File: src/rtl/add_exec_unit.sv
// Integer add/subtract unit for one Tomasulo add slot: one operation in flight,
// fixed latency, result broadcast on the CDB under a request/grant handshake.
module add_exec_unit #(
    parameter int XLEN    = 32,
    parameter int TAG_W   = 3,
    parameter int LATENCY = 2
) (
    input  logic             clk,
    input  logic             rst,
    input  logic             issue_valid,
    input  logic [XLEN-1:0]  issue_a,
    input  logic [XLEN-1:0]  issue_b,
    input  logic [6:0]       issue_fun7,
    input  logic [TAG_W-1:0] issue_tag,
    output logic             busy,
    output logic             cdb_req,
    input  logic             cdb_grant,
    output logic [TAG_W-1:0] cdb_tag,
    output logic [XLEN-1:0]  cdb_data,
    output logic             cdb_exc,
    input  logic             flush
);

    localparam logic [6:0] FUN7_ADD = 7'b0000000;
    localparam logic [6:0] FUN7_SUB = 7'b0100000;
    localparam logic [3:0] CNT_INIT = 4'(LATENCY - 1);

    typedef enum logic [1:0] {
        IDLE     = 2'd0,
        EXEC     = 2'd1,
        WAIT_CDB = 2'd2
    } state_t;

    // Returns {illegal_funct7, result}; unknown encodings still add.
    function automatic logic [XLEN:0] alu_f(input logic [XLEN-1:0] a,
                                             input logic [XLEN-1:0] b,
                                             input logic [6:0]      f);
        logic [XLEN:0] r;
        case (f)
            FUN7_ADD: r = {1'b0, a + b};
            FUN7_SUB: r = {1'b0, a - b};
            default:  r = {1'b1, a + b};
        endcase
        return r;
    endfunction

    state_t           state_r, state_nxt_s;
    logic [3:0]       cnt_r, cnt_nxt_s;
    logic             load_s;
    logic [XLEN:0]    alu_res_s;
    logic             busy_r, cdb_req_r, cdb_exc_r;
    logic [TAG_W-1:0] cdb_tag_r;
    logic [XLEN-1:0]  cdb_data_r;

    assign alu_res_s = alu_f(issue_a, issue_b, issue_fun7);

    // Next-state logic; flush beats grant, grant beats issue.
    always_comb begin
        state_nxt_s = state_r;
        cnt_nxt_s   = cnt_r;
        load_s      = 1'b0;
        if (flush) begin
            state_nxt_s = IDLE;
            cnt_nxt_s   = 4'd0;
        end else begin
            case (state_r)
                IDLE: begin
                    if (issue_valid) begin
                        load_s = 1'b1;
                        if (LATENCY == 1) begin
                            state_nxt_s = WAIT_CDB;
                            cnt_nxt_s   = 4'd0;
                        end else begin
                            state_nxt_s = EXEC;
                            cnt_nxt_s   = CNT_INIT;
                        end
                    end else begin
                        state_nxt_s = IDLE;
                    end
                end
                EXEC: begin
                    if (cnt_r <= 4'd1) begin
                        state_nxt_s = WAIT_CDB;
                        cnt_nxt_s   = 4'd0;
                    end else begin
                        cnt_nxt_s   = cnt_r - 4'd1;
                    end
                end
                WAIT_CDB: begin
                    if (cdb_grant) begin
                        state_nxt_s = IDLE;
                    end else begin
                        state_nxt_s = WAIT_CDB;
                    end
                end
                default: begin
                    state_nxt_s = IDLE;
                    cnt_nxt_s   = 4'd0;
                end
            endcase
        end
    end

    // State and counter registers.
    always_ff @(posedge clk or posedge rst) begin
        if (rst) begin
            state_r <= IDLE;
            cnt_r   <= 4'd0;
        end else begin
            state_r <= state_nxt_s;
            cnt_r   <= cnt_nxt_s;
        end
    end

    // Registered outputs; the result is captured at issue and held until granted.
    always_ff @(posedge clk or posedge rst) begin
        if (rst) begin
            busy_r     <= 1'b0;
            cdb_req_r  <= 1'b0;
            cdb_exc_r  <= 1'b0;
            cdb_tag_r  <= {TAG_W{1'b0}};
            cdb_data_r <= {XLEN{1'b0}};
        end else begin
            busy_r    <= (state_nxt_s != IDLE);
            cdb_req_r <= (state_nxt_s == WAIT_CDB);
            if (load_s) begin
                cdb_exc_r  <= alu_res_s[XLEN];
                cdb_tag_r  <= issue_tag;
                cdb_data_r <= alu_res_s[XLEN-1:0];
            end
        end
    end

    assign busy     = busy_r;
    assign cdb_req  = cdb_req_r;
    assign cdb_exc  = cdb_exc_r;
    assign cdb_tag  = cdb_tag_r;
    assign cdb_data = cdb_data_r;

endmodule

File: config.mk
export PLATFORM = sky130hd
export DESIGN_NAME = add_exec_unit
export DESIGN_NICKNAME = d
export VERILOG_FILES = /design/src/rtl/add_exec_unit.sv
export SDC_FILE = /design/constraint.sdc
export NUM_CORES = 1
export LEC_CHECK = 0
export ABC_CLOCK_PERIOD_IN_PS = 2390
export CORE_ASPECT_RATIO = 0.8
export CORE_UTILIZATION = 65
export CTS_BUF_LIST = sky130_fd_sc_hd__clkbuf_16
export DETAILED_ROUTE_END_ITERATION = 6
export DONT_BUFFER_PORTS = 1
export GPL_ROUTABILITY_DRIVEN = 1
export MAX_ROUTING_LAYER = met4
export PLACE_DENSITY = 0.81
export SLEW_MARGIN = 0
export SYNTH_ARGS = -nofsm -noshare
export SYNTH_HDL_FRONTEND = slang
export SYNTH_SLANG_ARGS = --single-unit
File: constraint.sdc
create_clock -name clk -period 2.39 [get_ports clk]
set_input_delay 0.239 -clock clk [delete_from_list [all_inputs] [get_ports clk]]
set_output_delay 0.239 -clock clk [all_outputs]
set_load 0.005 [all_outputs]
; ---- After elaboration in Yosys (flattened, before gate mapping)
; Index checks and enable logic that the tools add are counted.
[classes]
addsub = 3
n_lt_le_gt_ge = 1
eq_ne = 6
muxes = 13
reduce_logical = 4
[ops]
columns = operator, count
row1 = 33-bit case mux with 2 select lines, 1
row2 = 32-bit adder, 1
row3 = 32-bit subtractor, 1
row4 = 4-bit two-way mux, 3
row5 = 4-bit case mux with 3 select lines, 1
row6 = "7-bit by 6-bit equality test with 1-bit output, second input constant", 1
row7 = 7-bit logical NOT, 1
row8 = 2-bit two-way mux, 3
row9 = 2-bit case mux with 3 select lines, 1
row10 = "2-bit equality test, second input constant", 2
row11 = "4-bit by 1-bit less-or-equal comparator with 1-bit output, second input constant", 1
row12 = 1-bit two-way mux, 4
row13 = "4-bit by 1-bit subtractor with 4-bit output, second input constant", 1
row14 = "3-bit != test, second input constant", 1
row15 = "2-bit by 1-bit equality test with 1-bit output, second input constant", 1
row16 = 2-bit logical NOT, 1
row17 = "2-bit != test, second input constant", 1
row18 = 2-bit AND reduction, 1
row19 = 2-bit nonzero test, 1
[totals]
register_bits = 44
input_bits = 79
output_inout_bits = 38
elab_cells = 34

; ---- Longest topological paths before layout
[depth]
ltp_word = 5
ltp_mapped = 12

; ---- Worst setup path before layout
; Ideal clock, no wire load.
[synth_path]
path_type = input port to flip-flop
startpoint = input port issue_b[16]
endpoint = register cdb_data_r[31] (netlist: cdb_data[31])
t_arrival_ns = 2.266
required_ns = 2.266
slack_ns = 0.000
path_stages = 12
n_path_buf = 1
path_cell_list = inv_1 ha_1 buf_2 inv_2 a21o_1 a21bo_1 a311o_1 a211o_1 o21ai_1 nand3_1 mux2i_1 a211o_1
[synth_between]
elab_chain_len = 2
elab_cells_between_ends = 3
cone_classes = 2 x add/sub / 1 x mux
[synth_rtl]
columns = item, line
row1 = start: declaration, 12  ; input logic [XLEN-1:0] issue_b,
row2 = 32-bit adder or 32-bit subtractor (tied branches), "40, 42, 41"
row3 = 33-bit case mux with 2 select lines (*), 39  ; case (f)
row4 = end signal: assignment, 122  ; cdb_data_r <= {XLEN{1'b0}};
row5 = end signal: assignment, 129  ; cdb_data_r <= alu_res_s[XLEN-1:0];
row6 = end: declaration, 53  ; logic [XLEN-1:0] cdb_data_r;
; Every way passes the cells marked *; elsewhere a longest branch is shown, timed or not.
; A chain may end at the register's enable or synchronous reset.

; ---- Final worst setup path
[layout_path]
startpoint = input port issue_b[18]
endpoint = register cdb_data_r[31] (netlist: cdb_data[31])
; Same word-level chain as after synthesis.

==> results.yml <==
critical_path:
  path_common_cell: "a211o_1"
  critPathRequiredTime_ps: 2570
  crit_buf_inv: 2
  r2r.worst_path.cells: 7
  r2r-end: "cnt_r[2]"
  start_kind: "primary input"
  r2r_slack_ps: 280
  crit_chain: "inv_1 -> ha_1 -> inv_2 -> a21oi_1 -> a21bo_1 -> a311o_1 -> a211o_1 -> o21ai_1 -> nand3_1 -> mux2i_1 -> a211o_1"
  cp-end-kind: "flop"
  worstPathMaxFanout: 4
  crit_start: "issue_b[18]"
  cpPeakStageDelay_ps: 350
  path_class: "in2reg"
  cp.depth: 11
  cp_top_family: "compound AO/OA/AOI/OAI gates"
  r2r_start: "cnt_r[0]"
  critPathArrivalTime_ps: 2500
  cp_slowest_cell: "a211o_1"
sta:
  hold_viol: 0
  slew_viol_final: 0
  period_share_pct: 97.1
  hold_ws_ps: 7.38
  relSlewSlack_pct: 55.6
  tightest_slew_ps: 663
  fmax_mhz: 431
  finalCriticalPeriod_ps: 2320
  fin_skew_ps: 5.70
  setup-violations-final: 0
synth:
  synth.area.top_cells: "dfrtp_1 (21%), ha_1 (15%), a21oi_1 (6.4%)"
  ys_seq_area_share_pct: 20.8
  synth_nets: 857
  ys_ff_latch: 44
  synth_area_mm2: 0.00531
  avgSynthCellArea_um2: 7.46
  synth.top_cells.by_count: "a21oi_1 (68), nand2_1 (68), ha_1 (65), nor2_1 (65), inv_1 (58)"
  yosysWarnings: 0
  synth-edff-count: 0
  synthCells: 711
  synthArstFlopShare_pct: 100
  synth_largest_area_cell: "dfrtp_1"
  synth_cell_types: 78
  synth.top_cell.area_share_pct: 20.8
  synth-main-ff-cell: "dfrtp_1"
placement:
  dp.cells: 860
  io_buffers: 0
  gp_congestion: 1.01
  hpwl_um: 12500
  placed_cell_area_mm2: 0.00590
pwr:
  switchingPower_mw: 1.30
  intPower_mw: 2.06
  pwr-share-comb_pct: 41.3
  power_density_mw_per_mm2: 540
  power_frac_seq_pct: 34.0
  peakVddDrop_mv: 0.409
  clockPowerShare_pct: 24.6
  p_leak_nw: 2.89
  switching_share_pct: 38.8
cells_and_area:
  final_cells: 871
  nNetsFinal: 908
  multi_input_area_mm2: 0.00391
  num_antenna_cells: 0
  drive_gt1_share_pct: 17.6
  area_growth_pct: 17.3
  seq_area_mm2: 0.00110
  fillCellCount: 592
  final_area_mm2: 0.00622
routing:
  drc: 0
  drtIter0Drc: 698
  drt-met1-wl_um: 6760
  wl_per_cell_um: 18.6
  wl_met2_um: 7170
  wl_met3_um: 1910
  top_layer: "met4"
  via_count: 5730
  totalWireLength_um: 16200
  dr.pass1.iters: 7
  viasPerCell: 6.58
  drtAntennaViolNets: 0
floorplanning:
  dieWidth_um: 103
  initial_core_util_pct: 67.1
  io_pins: 117
  die_h_um: 82.8
  die-area_mm2: 0.00853
  coreArea_mm2: 0.00791
  num_rows: 29
clock_network:
  cts_tree: "done"
  cts_buffers: 5
  cts_sinks: 44
  root_buffer: "clkbuf_16"
  clock_latency_ps: 290
  htreeDepth: 2
  clockBufferDepth: 2
  clkTransAtPathRegs_ps: 70
grt:
  grt_max_degree: 38
  grt_pass1_vias: 5330
  antenna_found_initial: 0
  grtUsageTotal_pct: 38.7
  grt_overflow: 0
  grt_pass1_wl_um: 25500
hold_path:
  hp-start: "flush"
  hp-class: "in2reg"
  hold_end: "cnt_r[0]"
  min_path_cells: 1
flow_run:
  maxCapViolCount: 0
outcome:
  status: "complete, no violations"
kinds of logic (layout without fill, tap and decap cells):
logic type | Yosys count | in the layout | share of synthesized area (%)
adder cells (fa/ha/maj) | 67 | 67 | 16.1
AO/OA/AOI/OAI | 242 | 242 | 30.0
buffers and inverters | 104 | 156 | 8.04
AND/OR/NAND/NOR | 223 | 223 | 19.9
flip-flops | 44 | 44 | 20.8
XOR/XNOR | 26 | 26 | 4.29
multiplexers | 5 | 5 | 0.943
repair_timing:
action | in CTS | in global routing
hold buffers | 1 | 1
setup endpoints to repair | 4 | 13
hold endpoints to repair | 16 | 1
pin swaps | 0 | 3
resized for setup | 2 | 23
buffers inserted | 0 | 1
flip-flops by register name (all words and copies together), names as in the netlist:
register / flops
busy: 1
cdb_req: 1
state_r: 2
cdb_data: 32
cnt_r: 4
cdb_tag: 3
cdb_exc: 1
how the worst max path moves through the flow:
stage	to	slack, ps
floorplan	cdb_data[31]	0.2
finish	cdb_data[31]	70
CTS	cdb_data[18]	7
global placement	cdb_data[31]	-230
global route	cdb_data[26]	-50
detailed placement	cdb_data[22]	-320
stage by stage:
stage / power, mW / util (%) / TNS, ps / worst slack, ps
after floorplan: 1.98 / - / 0 / 0.205
final: 3.36 / 78.7 / 0 / 68.3
after global routing: 3.55 / 78.7 / -149 / -52.3
after CTS: 3.28 / 77.0 / 0 / 7.04
after global placement: 2.39 / 74.5 / -1950 / -229
after detailed placement: 2.46 / 74.5 / -3140 / -325
worst register-to-register path: cells and delay by family (launching register included):
kind / cells / cell delay, ps
DFF: 1 / 420
adders and majority gates: 1 / 230
buffers and inverters: 1 / 80
and+or+nand+nor: 5 / 1340
per-layer routing:
| metal | track usage, % | vias up |
|---|---|---|
| met5 | - | - |
| met2 | 57.0 | 373 |
| met3 | 6.73 | 39 |
| met4 | 9.73 | 0 |
| met1 | 54.8 | 2686 |
| li1 | - | 2632 |
power by group through the flow:
stage | Clock [mW] | Sequential (mW) | Combinational, mW
final | 0.828 | 1.14 | 1.39
after floorplan | 0 | 1.08 | 0.903
after CTS | 0.822 | 1.14 | 1.32
after detailed placement | 0 | 1.15 | 1.30
after global placement | 0 | 1.14 | 1.25
after global routing | 0.857 | 1.17 | 1.53
placed cells by master, fill, tap and decap left out, types with 7 or more instances in the layout:
| cell | synthesis | routed |
|---|---|---|
| or3_1 | 9 | 9 |
| xor2_1 | 7 | 7 |
| nand3_1 | 10 | 10 |
| xnor2_1 | 19 | 19 |
| nor2_1 | 65 | 65 |
| inv_1 | 58 | 57 |
| ha_1 | 65 | 61 |
| nand2b_1 | 7 | 7 |
| buf_4 | 2 | 82 |
| a31oi_1 | 11 | 9 |
| nand2_1 | 68 | 67 |
| o21ai_0 | 38 | 36 |
| o21bai_1 | 10 | 10 |
| nor3_1 | 20 | 20 |
| a21o_1 | 13 | 13 |
| nand4_1 | 7 | 7 |
| dfrtp_1 | 44 | 44 |
| o21ai_1 | 27 | 28 |
| nor2b_1 | 9 | 8 |
| a211oi_1 | 9 | 8 |
| a21oi_1 | 68 | 66 |
area by class of cell:
cell class | count | share of cell area [%]
clock buffer | 5 | 2.01
clock inverter | 3 | 0.744
inverter | 62 | 3.74
multi-input combinational | 563 | 62.8
sequential | 44 | 17.7
tap | 108 | 2.17
timing repair buffer | 86 | 10.9
Power figures use the tool's default switching activity.
